[src/rtl/pc_unit.sv]
// pc_unit: program counter, next-PC selection, N/Z status register and
// misaligned-target trap for the single-cycle core.
module pc_unit #(
    parameter logic [31:0] RESET_PC   = 32'h0000_0000,
    parameter logic [31:0] EXC_VECTOR = 32'h0000_0080
) (
    input  logic        clk,
    input  logic        reset,
    input  logic        stall,
    input  logic        is_jump,
    input  logic        zero_branch,
    input  logic        need_zero,
    input  logic        status_branch,
    input  logic        need_st_Z,
    input  logic [1:0]  pc_select,
    input  logic [25:0] instr_imm,
    input  logic [31:0] reg_target,
    input  logic [31:0] mem_target,
    input  logic        alu_zero,
    input  logic [31:0] alu_result,
    input  logic        flags_we,
    output logic [31:0] pc,
    output logic [31:0] pc_plus4,
    output logic        taken,
    output logic        st_Z,
    output logic        st_N,
    output logic        addr_error,
    output logic [31:0] epc
);

    logic [31:0] pc_q, pc_d;
    logic [31:0] epc_q, epc_d;
    logic        st_z_q, st_z_d;
    logic        st_n_q, st_n_d;
    logic        addr_error_q, addr_error_d;

    logic [31:0] pc_inc;
    logic [31:0] branch_offset;
    logic [31:0] target;
    logic        cond_zero;
    logic        cond_stat;
    logic        taken_w;
    logic        misaligned;

    always_comb begin
        pc_inc        = pc_q + 32'd4;
        branch_offset = {{14{instr_imm[15]}}, instr_imm[15:0], 2'b00};

        case (pc_select)
            2'b00:   target = pc_inc + branch_offset;
            2'b01:   target = {pc_inc[31:28], instr_imm, 2'b00};
            2'b10:   target = reg_target;
            default: target = mem_target;
        endcase

        // Status branches see the flags as they stood before this cycle's ALU update.
        cond_zero  = zero_branch & (alu_zero == need_zero);
        cond_stat  = status_branch & (need_st_Z ? st_z_q : st_n_q);
        taken_w    = is_jump | cond_zero | cond_stat;
        misaligned = taken_w & (target[1:0] != 2'b00);
    end

    always_comb begin
        pc_d         = pc_q;
        epc_d        = epc_q;
        st_z_d       = st_z_q;
        st_n_d       = st_n_q;
        addr_error_d = 1'b0;

        if (!stall) begin
            if (misaligned) begin
                pc_d         = EXC_VECTOR;
                epc_d        = pc_q;
                addr_error_d = 1'b1;
            end else if (taken_w) begin
                pc_d = target;
            end else begin
                pc_d = pc_inc;
            end

            if (flags_we) begin
                st_z_d = (alu_result == 32'd0);
                st_n_d = alu_result[31];
            end
        end
    end

    always_ff @(posedge clk) begin
        if (reset) begin
            pc_q         <= RESET_PC;
            epc_q        <= 32'd0;
            st_z_q       <= 1'b0;
            st_n_q       <= 1'b0;
            addr_error_q <= 1'b0;
        end else begin
            pc_q         <= pc_d;
            epc_q        <= epc_d;
            st_z_q       <= st_z_d;
            st_n_q       <= st_n_d;
            addr_error_q <= addr_error_d;
        end
    end

    assign pc         = pc_q;
    assign pc_plus4   = pc_inc;
    assign taken      = taken_w;
    assign st_Z       = st_z_q;
    assign st_N       = st_n_q;
    assign addr_error = addr_error_q;
    assign epc        = epc_q;

endmodule

[config.mk]
export PLATFORM = sky130hd
export DESIGN_NAME = pc_unit
export DESIGN_NICKNAME = d
export VERILOG_FILES = /design/src/rtl/pc_unit.sv
export SDC_FILE = /design/constraint.sdc
export NUM_CORES = 1
export LEC_CHECK = 0
export CAP_MARGIN = 10
export CELL_PAD_IN_SITES_DETAIL_PLACEMENT = 0
export CELL_PAD_IN_SITES_GLOBAL_PLACEMENT = 1
export CORE_MARGIN = 2
export CORE_UTILIZATION = 31
export CTS_CLUSTER_SIZE = 24
export DETAILED_ROUTE_END_ITERATION = 6
export GPL_TIMING_DRIVEN = 0
export PLACE_DENSITY_LB_ADDON = 0.1
export SLEW_MARGIN = 0
export SYNTH_ARGS = -nofsm -noshare
export SYNTH_HDL_FRONTEND = slang
export SYNTH_SLANG_ARGS = --single-unit
[constraint.sdc]
create_clock -name clk -period 5.3 [get_ports clk]
set_clock_uncertainty 0.2 [all_clocks]
set_input_delay 0.795 -clock clk [delete_from_list [all_inputs] [get_ports clk]]
set_output_delay 0.795 -clock clk [all_outputs]
set_load 0.01 [all_outputs]
==> metrics.md, run 1 <==
| Metric | Value |
|---|---|
| Status | complete, no violations |
| CTS Sinks | 67 |
| Distinct cell type count after synthesis | between 70 and 80 |
| TritonCTS buffer count | 9 |
| Post-CTS Setup Bufs | 0 |
| Share of layout cells above drive strength 1 | 0.0564 |
| Largest net degree at the start of global routing | 21 |
| Core area | 18600 sq um |
| CTS tree | built |
| Ys async rst share | 0 |
| # diodes | 0 |
| Total Wirelength | roughly 27 mm |
| Startpoint types | flop |
| Avg Vias per Cell | 5.40 |
| Worst-Skew Late Latency | 350 ps |
| Most common cell after layout, fill and taps aside | clkdlybuf4s50_1 |
| Syn avg cell area | ~7.5 sq um |
| WL/cell | approximately 21 microns |
| Num rows | 50 |
| Post-DP HPWL | roughly 21 mm |
| Cell area power density | around 200 nW/um^2 |
| First-pass GRT wire length | about 40 mm |
| Antenna-violating nets left | 0 |
| Biggest area consumer among synthesized cells | dfxtp_1 |
| Total grt overflow | 0 |
| Setup CP Type | reg -> reg |
| CP Capture Type | flop |
| Maximum VDD drop | between 0.00015 and 0.0002 V |
| Final Cycle Share | 0.941 |
| Slew Limit Fails | 0 |
| Post-synthesis net count | 952 |
| Most frequent cells in the layout | clkdlybuf4s50_1, nand2_1, a21oi_1 |
| Number of flops mapped to enable cells by yosys | 0 |
| Mapped Cells | a little under 800 |
| Mapped cell area | between 5000 and 6000 sq um |
| Clock H-tree levels | 3 |
| Area share of the largest cell type after synthesis | 0.228 |
| Vias in the first global route | 6588 |
| Max cap viols | 0 |
| Sequential area share after synthesis | 0.228 |
| Prevailing post-synth register cell | dfxtp_1 |
| Placer Congestion | 0.885 |
| Hold Crit Class | reg -> reg |
| Relative slew slack | 0.175 |
| Final hold violations | 0 |
| Layout area overhead | 49.6% |
| Max Buffers Root-to-Sink | 2 |
| R2R Setup Slk | 310 ps |
| Setup violations, final | 0 |
| GRT Util Overall | 0.263 |
| Max FO, Critical Path | 8 |
| Final TNS setup | 0 ps |
| Register bit count reported by yosys | 67 |
| Critical Path AT | about 5000 ps |
| PortBufs | ~230 |
| Clock transition at path regs | roughly 60 ps |
| Io pins | 234 |
| RSZ-0062 raised after global routing | false |
| Min Tclk post-route | ~5000 ps |
| Post-route setup slack | about 310 ps |
| Drt initial violations | ~400 |
| Dpl ws | around 29 ps |
| Leak | about 3.3 nW |
| Drt drc | 0 |
| # hold bufs at CTS | 0 |
| CTS Root Buffer Type | clkbuf_16 |
| DRT Pass-1 Iters | 5 |
| Die W | ~140 microns |
| Initial antenna violation count | 0 |
| DIE HEIGHT | between 100 and 150 microns |
| Ys Warns | 0 |
| Nets | roughly 1200 |
| Fmax | about 0.20 GHz |
| Die area | between 20000 and 25000 sq um |
| Worst Tran Pin Value | around 1200 ps |
| Top post-synthesis cells by area | dfxtp_1, nand2_1, ha_1 |
| Vias | between 6000 and 7000 |
| Critical Path RT | 5340 ps |
| Initial core utilization | 0.315 |
-- repair_timing --
action	CTS	global route
endpoints found under the hold margin	0	0
setup endpoints to repair	0	1
gates resized for setup	0	4
-- cell type report --
class                   count  area, sq um
flip-flops and latches     67         1340
inverters                  20         75.1
repair buffers            231         2310
fillers                  1937         9840
well taps                 234          293
plain buffers              52          210
clock buffers               9          225
clock inverters             7         76.3
multi-input cells         642         4260
-- state kept, by name (all words and copies together) (netlist names) --
signal and cells:
pc 32, epc 32, st_N 1, st_Z 1, addr_error 1
-- synthesized netlist by cell type (9+ instances only) --
library cell and number:
nand2_1 132, a21oi_1 84, dfxtp_1 67, nor2_1 56, o21ai_0 38, clkbuf_1 37, ha_1 36, xnor2_1 25
inv_1 19, nand3_1 19, xor2_1 19, nor3_1 16, a21o_1 15, nor4_1 14, mux4_2 13, a22oi_1 12
and3_1 12, mux2i_1 12, a211oi_1 11, a31oi_1 9
-- power by group --
part,internal [mW],switching (mW)
clock,0.367,0.259
combinational,0.303,0.328
sequential,0.523,0.0309
-- logic make-up (layout without fill, tap and decap cells) --
group / count (synthesis) / in the layout / synth area share
flops: 67 / 67 / 0.228
simple gates: 294 / 294 / 0.235
mux: 31 / 31 / 0.0824
compound gates: 236 / 236 / 0.260
fa+ha+maj: 37 / 37 / 0.0800
xor+xnor: 44 / 44 / 0.0655
buf+inv: 72 / 319 / 0.0485
-- worst paths after layout --
kind	from	end	cells past startpoint
setup / recovery	pc[7]$_SDFFE_PP0N_	pc[31]$_SDFFE_PP0N_	14
hold / removal	epc[18]$_SDFFE_PP0P_	epc[18]$_SDFFE_PP0P_	2
setup reg to reg	pc[7]$_SDFFE_PP0N_	pc[31]$_SDFFE_PP0N_	14
hold reg to reg	epc[18]$_SDFFE_PP0P_	epc[18]$_SDFFE_PP0P_	2
-- critical path, stage by stage (launching register included) --
cell and delay [ps]:
dfxtp_1 470, and3_1 270, nand4_1 410, nor4b_2 620, nand3_1 160, xnor2_1 420, ha_1 410, o21ai_0 190
a21oi_1 80, a221o_1 370, or3_1 320, nor3_1 220, nor4_1 100, or3_1 380, a31o_2 250
-- metal layers --
layer | vias to the layer above | track usage | share of wire
met5 | - | 0 | 0
met2 | 287 | 0.425 | 0.45
met4 | 0 | 0.0632 | 0.015
met1 | 3151 | 0.367 | 0.46
met3 | 30 | 0.0415 | 0.075
li1 | 3351 | - | -
-- stage by stage --
stage               power (mW)  cells  area (sq um)  hold slack (ps)   util
floorplan                0.883    781          5880              281      -
global placement          1.19   1246          8480              241  0.455
detailed placement        1.19   1246          8480              246  0.455
CTS                       1.81   1262          8790              255  0.471
global route              1.89   1262          8800              273  0.472
finish                    1.81   1262          8800              254  0.472
No activity file was read; power rests on OpenSTA's default activity.
==> inputs of run 2 (changes only) <==
--- a/config.mk
+++ b/config.mk
@@ -5,11 +5,12 @@
 export SDC_FILE = /design/constraint.sdc
 export NUM_CORES = 1
 export LEC_CHECK = 0
+export ABC_AREA = 1
 export CAP_MARGIN = 10
 export CELL_PAD_IN_SITES_DETAIL_PLACEMENT = 0
 export CELL_PAD_IN_SITES_GLOBAL_PLACEMENT = 1
 export CORE_MARGIN = 2
-export CORE_UTILIZATION = 31
+export CORE_UTILIZATION = 30
 export CTS_CLUSTER_SIZE = 24
 export DETAILED_ROUTE_END_ITERATION = 6
 export GPL_TIMING_DRIVEN = 0
==> run 2 against run 1 <==
Utilization decreased by 2.2 points. Combinational power is 9.0% higher. Flip-flop and latch count unchanged. Critical endpoint is now pc[26]$_SDFFE_PP0N_. Largest cell class unchanged.
==> metrics.md, run 2 <==
| Metric | Value |
|---|---|
| Status | complete, no violations |
| Layout area overhead | 46.2% |
| Max Buffers Root-to-Sink | 2 |
| First-pass GRT wire length | approximately 43 mm |
| # hold bufs at CTS | 0 |
| Max FO, Critical Path | 7 |
| Most frequent cell after synthesis | nand2_1 |
| Fmax | 0.251 GHz |
| Hold Crit Class | reg -> reg |
| Nets | around 1500 |
| Delay-heaviest family, CP | simple AND/OR/NAND/NOR gates |
| Die W | between 150 and 200 microns |
| Post-CTS Setup Bufs | 0 |
| Ys async rst share | 0 |
| CP max-delay cell | dfxtp_1 |
| RSZ-0062 raised after global routing | false |
| Setup CP Type | reg -> reg |
| Slew Limit Fails | 0 |
| Post-DP HPWL | roughly 24 mm |
| Critical Path RT | around 5300 ps |
| Largest net degree at the start of global routing | 21 |
| Routing usage on met2 | 0.402 |
| Most common cell after layout, fill and taps aside | nand2_1 |
| CTS Sinks | between 60 and 70 |
| Leak | 4.21 nW |
| Clock H-tree levels | 3 |
| CTS tree | built |
| Clock transition at path regs | ~50 ps |
| Maximum VDD drop | about 0.00017 V |
| Setup crit start | pc[2]$_SDFFE_PP0N_ |
| Share of layout cells above drive strength 1 | 0.0487 |
| Filler instances | ~2300 |
| Post-Layout Inst Area | about 9500 sq um |
| Prevailing post-synth register cell | dfxtp_1 |
| Final Cycle Share | 0.752 |
| CTS resizes | 0 |
| CP Capture Type | flop |
| Hold path start | epc[26]$_SDFFE_PP0P_ |
| GRT met1 Usage | 0.344 |
| Area share of the largest cell type after synthesis | 0.206 |
| Cell area power density | 204 nW/um^2 |
| Num rows | between 50 and 60 |
| PortBufs | 232 |
| Min Tclk post-route | between 3000 and 4000 ps |
| Most frequent cells in the layout | nand2_1, clkdlybuf4s50_1, inv_1 |
| Core area | between 20000 and 25000 sq um |
| CP cell instances | ha_1 > nand3_2 > nor2_4 > nand2_4 > nor2_8 > nand2_4 > nor2_4 > xor2_1 > inv_1 > ha_1 > nand2_1 > inv_1 > nand2_1 > nor3_1 > nand3_1 > nand3_1 > nand2_1 > nand3_1 > nand4_1 > nand2_1 > a21oi_2 |
| Io pins | approximately 230 |
| DIE HEIGHT | approximately 150 microns |
| Biggest area consumer among synthesized cells | dfxtp_1 |
| Register bit count reported by yosys | 67 |
| Ys Warns | 0 |
| # diodes | 0 |
| Number of flops mapped to enable cells by yosys | 0 |
| Critical path's most frequent cell | nand2_1 |
| Post-synthesis net count | roughly 1300 |
| Distinct cell type count after synthesis | between 40 and 50 |
| M3 GR Usage | 0.0455 |
| Busiest layer in global routing | met2 |
| Final TNS setup | 0 ps |
| Drt initial violations | just over 600 |
| DP Area | approximately 9000 sq um |
| Max cap viols | 0 |
| Total grt overflow | 0 |
| Initial core utilization | 0.307 |
| Syn avg cell area | 5.87 sq um |
| Die area | approximately 23000 sq um |
| Relative slew slack | 0.420 |
| Most frequent cells after synthesis | nand2_1, inv_1, a21oi_1, nand3_1, dfxtp_1 |
| CTS Root Buffer Type | clkbuf_16 |
| Worst path max stage delay | ~500 ps |
| CP bufs+invs | 2 |
| Drt drc | 0 |
| Layout Utilization | 0.450 |
| Sequential area share after synthesis | 0.206 |
| Placer Congestion | between 0.8 and 0.9 |
| Total Wirelength | 28.9 mm |
| Worst r2r src | pc[2]$_SDFFE_PP0N_ |
| TritonCTS buffer count | 9 |
| Setup violations, final | 0 |
| Avg Vias per Cell | ~4.9 |
| DRT Pass-1 Iters | 5 |
| WL/cell | roughly 18 microns |
| Vias in the first global route | around 7700 |
| Mapped Cells | 1108 |
| Vias | just over 8000 |
| Final hold violations | 0 |
| Top post-synthesis cells by area | dfxtp_1, nand2_1, a21oi_1 |
| Initial antenna violation count | 0 |
| Critical Path AT | about 4000 ps |
| Antenna-violating nets left | 0 |
| Startpoint types | flop |
| GRT Util Overall | 0.247 |
| Worst-Skew Late Latency | between 300 and 400 ps |
| Mapped cell area | 6500 sq um |
| Worst Tran Pin Value | just under 900 ps |
[run 2: cell type report]
cell class	count	area, sq um	area share
Buffer	41	188	0.0197
Clock buffer	9	225	0.0237
Clock inverter	7	116	0.0122
Inverter	152	571	0.0600
Multi-Input combinational cell	848	4400	0.463
Sequential cell	67	1340	0.141
Tap cell	275	344	0.0362
Timing Repair Buffer	232	2320	0.244
[run 2: worst paths after layout]
path,to,slack (ps),depth (start not counted)
worst max-delay path,pc[26]$_SDFFE_PP0N_,1310,21
worst min-delay path,epc[26]$_SDFFE_PP0P_,260,2
worst max register to register,pc[26]$_SDFFE_PP0N_,1310,21
worst min register to register,epc[26]$_SDFFE_PP0P_,260,2
[run 2: layer usage]
layer | routed length, microns | part of all wire
met5 | 0 | 0
met4 | 472 | 0.016
met3 | 2160 | 0.075
met2 | 12900 | 0.45
met1 | 13300 | 0.46
[run 2: logic make-up after synthesis]
kind of cell	count (synthesis)	share of synthesized area
flops	67	0.206
xor+xnor	26	0.0350
simple gates	608	0.415
buf+inv	193	0.117
fa+ha+maj	37	0.0723
compound gates	177	0.155
[run 2: worst reg2reg max path, stage by stage (launching register included)]
cell,delay (ps)
dfxtp_1,500
ha_1,260
nand3_2,140
nor2_4,160
nand2_4,100
nor2_8,150
nand2_4,90
nor2_4,110
xor2_1,350
inv_1,140
ha_1,390
nand2_1,130
inv_1,70
nand2_1,80
nor3_1,240
nand3_1,210
nand3_1,110
nand2_1,50
nand3_1,90
nand4_1,120
nand2_1,130
a21oi_2,50
[run 2: stage by stage]
stage	hold WS, ps	power, mW	std cells	setup slack (ps)
3_3_place_gp	249	1.26	1615	1270
4_1_cts	264	1.95	1631	1350
6_report	262	1.94	1631	1310
3_5_place_dp	255	1.26	1615	1320
5_1_grt	280	2.05	1631	1070
2_1_floorplan	282	0.922	1108	2090
[run 2: where the power goes]
group,internal (mW),total (mW),switching (mW)
registers,0.526,0.565,0.0390
clock network,0.458,0.684,0.226
logic,0.299,0.688,0.389
total,1.28,1.94,0.654
==> inputs of run 3 (changes only) <==
==> constraint.sdc (replaced) <==
create_clock -name clk -period 3.8 [get_ports clk]
set_clock_uncertainty 0.2 [all_clocks]
set_input_delay 0.57 -clock clk [delete_from_list [all_inputs] [get_ports clk]]
set_output_delay 0.57 -clock clk [all_outputs]
set_load 0.01 [all_outputs]
==> run 3 against run 2 <==
Fmax rose by 11%. Sequential share of layout area down 0.21 points. Hold slack about the same. Critical path depth rose by 1. Combinational power up 44%. Clock power is 40% higher. Largest cell class unchanged. Largest power group unchanged. Highest routed layer unchanged.
==> metrics.md, run 3 (synthesis results as in run 2) <==
| Metric | Value |
|---|---|
| Startpoint types | flop |
| Vias | about 8100 |
| Sequential standard cell area | 1360 sq um |
| Setup violations, final | 0 |
| Critical path's most frequent cell | nand2_1 |
| Layout area overhead | 50.7% |
| Vias in the first global route | between 7000 and 8000 |
| Core area | 21200 sq um |
| Num rows | 53 |
| Post-layout power | about 2.7 mW |
| Hold depth | 2 |
| # diodes | 0 |
| Stages on the worst setup path | 22 |
| GRT Util Overall | 0.248 |
| Most common cell after layout, fill and taps aside | nand2_1 |
| Delay-heaviest family, CP | simple AND/OR/NAND/NOR gates |
| Reg2Reg Depth | 22 |
| Antenna-violating nets left | 0 |
| First-pass GRT wire length | roughly 43 mm |
| CP max-delay cell | dfxtp_4 |
| Avg Vias per Cell | between 4 and 5 |
| PortBufs | about 230 |
| Initial core utilization | 0.307 |
| CTS tree | built |
| Max Buffers Root-to-Sink | 2 |
| Multi-input combinational cell area | roughly 4600 sq um |
| Max FO, Critical Path | 7 |
| Drt initial violations | 500 |
| Final TNS setup | 0 ps |
| Largest net degree at the start of global routing | 21 |
| Status | complete, no violations |
| Slew Limit Fails | 0 |
| Max cap viols | 0 |
| Nets | 1526 |
| Hold Crit Class | reg -> reg |
| RSZ-0062 raised after global routing | true |
| Share of layout cells above drive strength 1 | 0.0934 |
| Critical Path RT | 3810 ps |
| Clock transition at path regs | 60 ps |
| Io pins | 234 |
| Worst path max stage delay | 390 ps |
| Maximum VDD drop | approximately 0.00024 V |
| Relative slew slack | 0.222 |
| Die area | 22900 sq um |
| CTS Sinks | 67 |
| Post-DP HPWL | 24.1 mm |
| Setup CP Type | reg -> reg |
| Placer Congestion | between 0.8 and 0.9 |
| Layout Utilization | 0.463 |
| CTS Root Buffer Type | clkbuf_16 |
| Total Wirelength | 29.1 mm |
| DRT Pass-1 Iters | 5 |
| Leak | about 4.3 nW |
| Final hold violations | 0 |
| DIE HEIGHT | around 150 microns |
| CP bufs+invs | 2 |
| Worst-Skew Late Latency | 330 ps |
| Critical Path AT | between 3000 and 4000 ps |
| WL/cell | between 15 and 20 microns |
| Total grt overflow | 0 |
| Drt drc | 0 |
| CP cell instances | ha_1 > nand3_2 > nor2_4 > nand2_4 > nor2_8 > nand2_4 > nor2_4 > xor2_4 > inv_1 > ha_2 > nand2_1 > inv_1 > nand2_1 > nor3_2 > and2_1 > nand2_1 > nand2_1 > nand2_1 > nand3_1 > nand4_1 > nand2_1 > a21oi_1 |
| TritonCTS buffer count | 9 |
| Fmax | around 0.28 GHz |
| Filler instances | roughly 2300 |
| Most frequent cells in the layout | nand2_1, clkdlybuf4s50_1, inv_1 |
| Initial antenna violation count | 0 |
| CP Capture Type | flop |
| Hold Slack | 262 ps |
| Min Tclk post-route | 3600 ps |
| Worst Tran Pin Value | ~1200 ps |
| Cell area power density | approximately 280 nW/um^2 |
| Die W | 151 microns |
| Clock H-tree levels | 3 |
| Final Cycle Share | 0.947 |
run 3: per-layer routing:
| metal | part of all wire | vias up | global-route usage |
|---|---|---|---|
| met5 | 0 | - | 0 |
| met2 | 0.45 | 313 | 0.403 |
| li1 | - | 4108 | - |
| met4 | 0.014 | 0 | 0.0458 |
| met3 | 0.078 | 25 | 0.0455 |
| met1 | 0.46 | 3657 | 0.344 |
run 3: per-stage QoR:
| stage | area, sq um | instances | setup WS, ps |
|---|---|---|---|
| finish | 9800 | 1635 | 203 |
| CTS | 9540 | 1631 | 26.1 |
| global placement | 9170 | 1615 | -136 |
| detailed placement | 9170 | 1615 | -106 |
| global route | 9800 | 1635 | -7.03 |
| floorplan | 6500 | 1108 | 588 |
run 3: path summary, 6_finish.rpt:
check | slack [ps] | start | end
worst max-delay path | 200 | pc[2]$_SDFFE_PP0N_ | pc[29]$_SDFFE_PP0N_
worst min-delay path | 260 | epc[26]$_SDFFE_PP0P_ | epc[26]$_SDFFE_PP0P_
worst max register to register | 200 | pc[2]$_SDFFE_PP0N_ | pc[29]$_SDFFE_PP0N_
worst min register to register | 260 | epc[26]$_SDFFE_PP0P_ | epc[26]$_SDFFE_PP0P_
run 3: tightest hold or removal path: cells and delay by family (launching register included):
kind	cells	cell delay [ps]
compound gates	1	50
simple gates	1	60
flops	1	300
run 3: what timing repair did:
item | 4_1_cts | 5_1_grt
setup endpoints to repair | 9 | 18
hold buffers | 0 | 0
setup buffers | 0 | 4
resized for setup | 5 | 58
hold endpoints to repair | 0 | 0
pin swaps | 0 | 7
run 3: power breakdown:
group          internal (mW)  leakage [nW]  switching, mW
combinational          0.435          3.55          0.557
sequential             0.736         0.550         0.0560
clock                  0.639         0.165          0.317
run 3: final cells by class:
cell class                      instances  share of cell area
Inverter                              152              0.0582
Tap cell                              275              0.0351
Clock buffer                            9              0.0230
Multi-Input combinational cell        848               0.474
Buffer                                 41              0.0191
Timing Repair Buffer                  236               0.240
Sequential cell                        67               0.139
Clock inverter                          7              0.0119
==> variant (flow settings as in run 1) <==
Put one more register stage on the output `addr_error`. The value now appears one clock later. The other outputs are not delayed to match.
--- a/src/rtl/pc_unit.sv
+++ b/src/rtl/pc_unit.sv
@@ -106,7 +106,9 @@
     assign taken      = taken_w;
     assign st_Z       = st_z_q;
     assign st_N       = st_n_q;
-    assign addr_error = addr_error_q;
+    always_ff @(posedge clk) begin
+        addr_error <= addr_error_q;
+    end
     assign epc        = epc_q;
 
 endmodule
Check against the original RTL: not equivalent (Yosys sat finds a counterexample within 4 cycles, from zero or initial values and one cycle with reset high).
==> variant against run 1 <==
- largest cell class unchanged
- combinational power about the same
- wire length up 0.57%
- power is 3.2% higher
- critical path type unchanged
- clock power up 7.7%
- worst setup slack got worse by 0.049 ns
- design area increased by 0.74%
- first-iteration DRC count increased by 23%
- die area is 0.33% higher
- synthesized cell count up 0.13%
- synthesized area up 0.34%
- sequential cell count is 1 higher
==> variant: results (changes against run 1) <==
HP Start = addr_error_q (was epc[18])
layout cells sized above 1 = 0.0572 (was 0.0564)
Total Die Area = 20,100 um2 (about the same)
hold buffers post-CTS = 0 (unchanged)
post-synthesis sequential area ratio = 0.231 (was 0.228)
via density per instance = 5.54 (was 5.40)
WS Path Type = register to register (unchanged)
total track usage = 0.261 (was 0.263)
Root Driver = clkbuf_16 (unchanged)
CTS Buffer Depth = 2 (unchanged)
initial DRC count = 493 (was 402)
Max VDD drop = 0.000125 V (was 0.000156 V)
Post-Syn Nets = 953 (was 952)
fin nets = 1,197 (was 1,194)
largest cells by area after synthesis = dfxtp_1, nand2_1, ha_1 (unchanged)
relative slew slack = 0.282 (was 0.175)
largest net degree at the start of global routing = 21 (unchanged)
worst slack at placement = 0.0848 ns (was 0.0291 ns)
post-DP HPWL = 21,300 um (was 21,400 um)
IO buf count = 231 (unchanged)
H-tree depth = 3 (unchanged)
Routability Congestion = 0.904 (was 0.885)
first-pass GRT wire length = 39,600 um (was 40,100 um)
WL final = 26,800 um (was 26,700 um)
synth cell count leaders = nand2_1, a21oi_1, dfxtp_1 (unchanged)
Num CTS Buffers = 9 (unchanged)
Hold Fails Final Rpt = 0 (unchanged)
Max FO, Critical Path = 8 (unchanged)
Tightest Hold Check Type = register to register (unchanged)
fillers = 1,932 (was 1,937)
Unique masters post-synth = 71 (unchanged)
Placed Area = 8500 um2 (was 8480 um2)
status = completed (unchanged)
RR Startpoint = pc[7] (unchanged)
Critical Path AT = 5.07 ns (was 5.02 ns)
clock slew at reported path FFs = 0.07 ns
number of global-route vias before repair = 6,632 (was 6,588)
# diodes = 0 (unchanged)
ys async rst share = 0 (unchanged)
leakage = 3.37 nW (was 3.32 nW)
Yosys warnings = 0 (unchanged)
drt first pass iters = 6 (was 5)
==> variant: changes by cell type after synthesis <==
| cell | run 1 | this run |
|---|---|---|
| dfxtp_1 | 67 | 68 |
==> variant: cells by family after synthesis <==
kind of cell,Yosys count,synth area share
fa+ha+maj,37,0.0797
buf+inv,72,0.0484
flops,68,0.231
simple gates,294,0.234
xor+xnor,44,0.0653
mux,31,0.0821
compound gates,236,0.260
==> variant: metrics by stage <==
step	hold slack (ns)	instances	total power, mW
2_1_floorplan	0.110	782	0.891
4_1_cts	0.153	1263	1.86
6_report	0.148	1265	1.87
3_3_place_gp	0.125	1247	1.20
5_1_grt	0.159	1265	1.94
3_5_place_dp	0.139	1247	1.20
==> variant: area by class of cell <==
class / instances / area (um2) / share of cell area
Sequential cell: 68 / 1360 / 0.154
Tap cell: 234 / 293 / 0.0330
Clock inverter: 7 / 98.8 / 0.0112
Buffer: 52 / 210 / 0.0237
Inverter: 20 / 75.1 / 0.00847
Multi-Input combinational cell: 642 / 4270 / 0.482
Clock buffer: 9 / 225 / 0.0254
Timing Repair Buffer: 233 / 2330 / 0.263
==> variant: report_power, final <==
group / switching [mW] / leakage (nW) / internal (mW)
Combinational: 0.328 / 2.66 / 0.304
Sequential: 0.0318 / 0.552 / 0.531
Clock: 0.259 / 0.156 / 0.416
==> variant: worst max-delay path, stage by stage (launching register included) <==
cell     delay (ns)
dfxtp_1        0.46
and3_1         0.28
nand4_1        0.48
nor4b_4        0.52
nand3_1        0.15
xnor2_1        0.51
ha_1           0.42
o21ai_0        0.19
a21oi_1        0.08
a221o_1        0.36
or3_1          0.31
nor3_1         0.23
nor4_1         0.10
or3_1          0.38
a31o_2         0.25
==> variant: worst paths after layout <==
kind	end	depth (start not counted)	slack, ns
max reg2reg	pc[31]	14	0.26
min reg2reg	addr_error	0	0.15
min	addr_error	0	0.15
max	pc[31]	14	0.26
==> variant: routing by layer <==
metal	vias to the layer above	wire, um	global-route usage
li1	3366	-	-
met1	3280	12100	0.360
met2	326	12100	0.423
met3	35	2130	0.0340
met4	0	523	0.0847
met5	-	0	0
==> variant: what timing repair did <==
action	4_1_cts	5_1_grt
endpoints found under the setup margin	0	2
buffers inserted	0	2
resized for setup	0	4
